===== src/rtl/pipe_pkg.sv =====
// Shared definitions for the inter-stage pipeline registers:
// state encoding, per-boundary bundle widths and the instruction NOP.
package pipe_pkg;

    typedef logic [1:0] pipe_state_t;

    // The encoding doubles as the occupancy count
    localparam pipe_state_t ST_EMPTY = 2'd0;
    localparam pipe_state_t ST_ONE   = 2'd1;
    localparam pipe_state_t ST_FULL  = 2'd2;

    localparam int IF_ID_W  = 64;
    localparam int ID_EX_W  = 128;
    localparam int EX_MEM_W = 106;
    localparam int MEM_WB_W = 71;

    // addi x0, x0, 0
    localparam logic [31:0] NOP_BUBBLE = 32'h0000_0013;

endpackage


===== src/rtl/pipe_dffe.sv =====
// Enabled register with an optional synchronous clear to a fixed value.
// Clear has priority over enable.
module pipe_dffe #(
    parameter int               WIDTH   = 32,
    parameter logic [WIDTH-1:0] CLR_VAL = '0,
    parameter bit               CLR_EN  = 1'b1
) (
    input  logic             Clk,
    input  logic             clr,
    input  logic             en,
    input  logic [WIDTH-1:0] d,
    output logic [WIDTH-1:0] q
);

    always_ff @(posedge Clk) begin
        if (CLR_EN && clr)
            q <= CLR_VAL;
        else if (en)
            q <= d;
    end

endmodule


===== src/rtl/pipe_skid_reg.sv =====
// Pipeline stage register with valid/ready handshake and a two-entry skid
// buffer; every output is taken straight from flops or a decode of the state.
//
//   state    | meaning
//   ---------+-----------------------------------------------
//   ST_EMPTY | nothing held, out_data = BUBBLE
//   ST_ONE   | head entry in main, skid unused
//   ST_FULL  | head in main, next entry in skid, in_ready = 0
module pipe_skid_reg #(
    parameter int               WIDTH  = 32,
    parameter logic [WIDTH-1:0] BUBBLE = {WIDTH{1'b0}}
) (
    input  logic             Clk,
    input  logic             Rst,
    input  logic             Flush,
    input  logic             in_valid,
    output logic             in_ready,
    input  logic [WIDTH-1:0] in_data,
    output logic             out_valid,
    input  logic             out_ready,
    output logic [WIDTH-1:0] out_data,
    output logic [1:0]       count
);
    import pipe_pkg::*;

    pipe_state_t      state, state_nxt;
    logic             in_xfer, out_xfer;
    logic             main_clr, main_en, skid_en;
    logic [WIDTH-1:0] main_d, skid_q;

    assign in_ready  = (state != ST_FULL);
    assign out_valid = (state != ST_EMPTY);
    assign count     = state;
    assign in_xfer   = in_valid & in_ready;
    assign out_xfer  = out_valid & out_ready;

    always_comb begin
        state_nxt = state;
        main_clr  = 1'b0;
        main_en   = 1'b0;
        main_d    = in_data;
        skid_en   = 1'b0;
        if (Flush) begin
            // an accepted input this cycle is discarded along with the rest
            state_nxt = ST_EMPTY;
            main_clr  = 1'b1;
        end else begin
            case (state)
                ST_EMPTY: begin
                    if (in_xfer) begin
                        state_nxt = ST_ONE;
                        main_en   = 1'b1;
                    end
                end
                ST_ONE: begin
                    if (in_xfer && out_xfer) begin
                        main_en = 1'b1;
                    end else if (in_xfer) begin
                        state_nxt = ST_FULL;
                        skid_en   = 1'b1;
                    end else if (out_xfer) begin
                        state_nxt = ST_EMPTY;
                        main_clr  = 1'b1;
                    end
                end
                ST_FULL: begin
                    if (out_xfer) begin
                        state_nxt = ST_ONE;
                        main_en   = 1'b1;
                        main_d    = skid_q;
                    end
                end
                default: begin
                    state_nxt = ST_EMPTY;
                    main_clr  = 1'b1;
                end
            endcase
        end
    end

    always_ff @(posedge Clk) begin
        if (Rst)
            state <= ST_EMPTY;
        else
            state <= state_nxt;
    end

    pipe_dffe #(.WIDTH(WIDTH), .CLR_VAL(BUBBLE), .CLR_EN(1'b1)) u_main (
        .Clk (Clk),
        .clr (Rst | main_clr),
        .en  (main_en),
        .d   (main_d),
        .q   (out_data)
    );

    // skid contents are don't-care whenever it is not the second entry
    pipe_dffe #(.WIDTH(WIDTH), .CLR_VAL('0), .CLR_EN(1'b0)) u_skid (
        .Clk (Clk),
        .clr (1'b0),
        .en  (skid_en),
        .d   (in_data),
        .q   (skid_q)
    );

endmodule


===== config.mk =====
export PLATFORM = sky130hd
export DESIGN_NAME = pipe_skid_reg
export DESIGN_NICKNAME = d
export VERILOG_FILES = /design/src/rtl/pipe_pkg.sv /design/src/rtl/pipe_dffe.sv /design/src/rtl/pipe_skid_reg.sv
export SDC_FILE = /design/constraint.sdc
export NUM_CORES = 1
export LEC_CHECK = 0
export CAP_MARGIN = 20
export CORE_ASPECT_RATIO = 1.2
export CORE_UTILIZATION = 44
export DETAILED_ROUTE_END_ITERATION = 10
export GPL_ROUTABILITY_DRIVEN = 0
export GPL_TIMING_DRIVEN = 0
export MAX_ROUTING_LAYER = met4
export PLACE_DENSITY = 0.75
export SYNTH_ARGS = -nofsm -noshare
export SYNTH_HDL_FRONTEND = slang
export SYNTH_SLANG_ARGS = --single-unit

===== constraint.sdc =====
create_clock -name Clk -period 4.25 [get_ports Clk]
set_input_delay 1.275 -clock Clk [delete_from_list [all_inputs] [get_ports Clk]]
set_output_delay 1.275 -clock Clk [all_outputs]
set_load 0.02 [all_outputs]

==> out/metrics.cfg <==
[outcome]
status=completed

[sta]
skew_ns=0.00497
period_needed_ns=2.85
rsz0062_at_grt=false
maxSlewHeadroom_pct=58.1
fin_setup_tns_ns=0
slew_viol_final=0
clock.fmax_mhz=351
tightestPinTransition_ns=0.627
final_hold_viol_count=0
fin_ws_ns=1.40
post-route-period-util_pct=67.0
setup_viol=0

[yosys]
synth_ff_type=dfxtp_1
syn_avg_cell_area_um2=14.2
synth_seq_cells=66
synth.most_common_cell=dfxtp_1
synth-simple-area-share_pct=7.72
synth_edf_count=32
synth_cells=196
yosysUniqueCellTypes=29
syn-cell-area_um2=2790
async_reset_ff_share_pct=0
synth_warnings=0
yosys.area_share.adder_pct=0
synth_mux_area_share_pct=11.8
yosys-top-cells-count=dfxtp_1 (34), mux2i_1 (33), nor2_1 (33)
ys_seq_area_share_pct=58.9
netlist.area_leader.share_pct=34.5
synth.area.top_cells=edfxtp_1 (34%), dfxtp_1 (24%), a211oi_2 (14%), mux2i_1 (12%), nor2_1 (4.4%)
synth_top_family_by_area=compound AO/OA/AOI/OAI gates
synth-xor-area-share_pct=0
synth_top_area_cell=edfxtp_1
synth_compound_area_share_pct=15.4
syn_nets=233

[detailed_routing]
firstDrtPassIters=4
drtIter0Drc=60
drc=0
vias=1832
wl_per_cell_um=14.4
antenna_left=0
drt-total-wl_um=5310
viasPerCell=4.98

[clock_tree]
cts_buffer_depth=2
root_buffer=clkbuf_8
clock-sinks=66
clk_latency_ns=0.34
tritoncts=built
hold_buffers=0
cts_made_buffers=9
ctsHtreeMaxLevel=3
post_cts_buffers=0
clk_pin_slew_ns=0.07
ctsResizeCount=0

[pwr]
p_seq_share_pct=51.8
p_sw_uw=339
combPwrFrac_pct=13.4
clkPwrFrac_pct=34.8
switching_share_pct=25.3
power_leakage_nw=1.25
internal_power_mw=1.00
ir_drop_mv=0.203
power.density_nw_per_um2=350
finalPower_mw=1.34

[critical_path]
setup.worst_path.start_class=flip-flop
cp_cell_sequence=or2_2 > clkdlybuf4s50_1
slowest_delay_ns=0.54
cp-end-kind=output port
critPathArrivalTime_ns=1.57
crit_fanout=9
required_ns=2.97
cp_slowest_cell=clkdlybuf4s50_1
critPathKind=reg -> out

[floorplan]
die_area_um2=6660
dieHeight_um=89.2
coreArea_um2=6090
start_util_pct=45.8
rows=31
die_w_um=74.7
ios=73

[grt]
antenna_found_initial=0
grt_util_all_layers_pct=18.0
grt_max_degree=13
grt_pass1_wl_um=8480
grt_pass1_vias=1822
gr-total-overflow=0

[cells_and_area]
n_antenna_cell=0
ff_latch_area_um2=1640
layout.nets=318
instances_no_fill=368
drive_above_1_share_pct=22.7
fillers=498
multi_input_area_um2=986
area_growth_pct=37.5

[placed_design]
port_buffers=72
post-dp-hpwl_um=3710
dp_cells=352
place_ws_ns=1.06

[min_path]
hold_path.class=reg -> reg

[job]
cap_violations=0

## final cells by class
cell class,count,share of cell area [%]
Tap cell,82,2.68
Buffer,14,4.50
Clock inverter,6,1.11
Clock buffer,10,3.59
Multi-Input combinational cell,116,25.7
Sequential cell,66,42.8
Timing Repair Buffer,74,19.6
## layer usage
metal  global-route usage [%]  share of wire, %  routed length, um
met1                     21.2                43               2300
met2                     28.2                50               2670
met3                     3.72               3.8                203
met4                     10.8               2.6                137
met5                        -                 0                  0
## flip-flops by register name, indices dropped and copies added, names as in the netlist
signal / flops
u_skid.q: 32
u_main.q: 32
count: 2
## power by group through the flow
stage,clock (mW),sequential (mW),combinational [mW]
after floorplan,0,0.728,0.0742
after global placement,0,0.709,0.178
after detailed placement,0,0.709,0.182
after CTS,0.478,0.695,0.182
after global routing,0.505,0.696,0.194
final,0.467,0.695,0.179
## final timing paths
kind / cells past startpoint / start / endpoint / slack [ns]
worst min register to register: 2 / u_main.q[31] / u_main.q[31] / 0.52
worst max-delay path: 2 / count[1] / out_valid / 1.40
worst min-delay path: 2 / u_main.q[31] / u_main.q[31] / 0.52
worst max register to register: 3 / count[1] / u_skid.q[13] / 2.52
## logic make-up after synthesis
logic type | Yosys count
compound gates | 37
buf+inv | 14
simple gates | 46
mux | 33
flops | 66
## critical path: cells and delay by family, from the launching register on
kind,cells,cell delay (ns)
AND/OR/NAND/NOR,1,0.32
flip-flops,1,0.38
buffers and inverters,1,0.54
## cell usage in the layout, fill, tap and decap left out, drive strengths merged
master / Yosys / final
a211oi: 32 / 32
a2111oi: 1 / 1
dlygate4sd1: 1 / 1
clkbuf: 0 / 10
edfxtp: 32 / 32
o21ai: 2 / 2
clkdlybuf4s50: 0 / 72
dfxtp: 34 / 34
a21oi: 1 / 1
nand2: 2 / 2
clkinvlp: 0 / 4
o22ai: 1 / 1
nand3b: 1 / 1
buf: 11 / 13
nand2b: 2 / 2
clkinv: 0 / 2
nor2b: 2 / 2
and2b: 2 / 2
nor2: 33 / 33
dlymetal6s2s: 2 / 2
nor3b: 2 / 2
and2: 1 / 1
or2: 1 / 1
mux2i: 33 / 33
## through the flow
stage          util (%)  hold WS [ns]  area [um^2]
2_1_floorplan         -         0.566         2790
3_3_place_gp       59.4         0.507         3620
3_5_place_dp       60.0         0.507         3650
4_1_cts            63.0         0.519         3830
5_1_grt            63.0         0.553         3830
6_report           63.0         0.517         3830
Note: power is estimated with default switching activity, not from simulation.
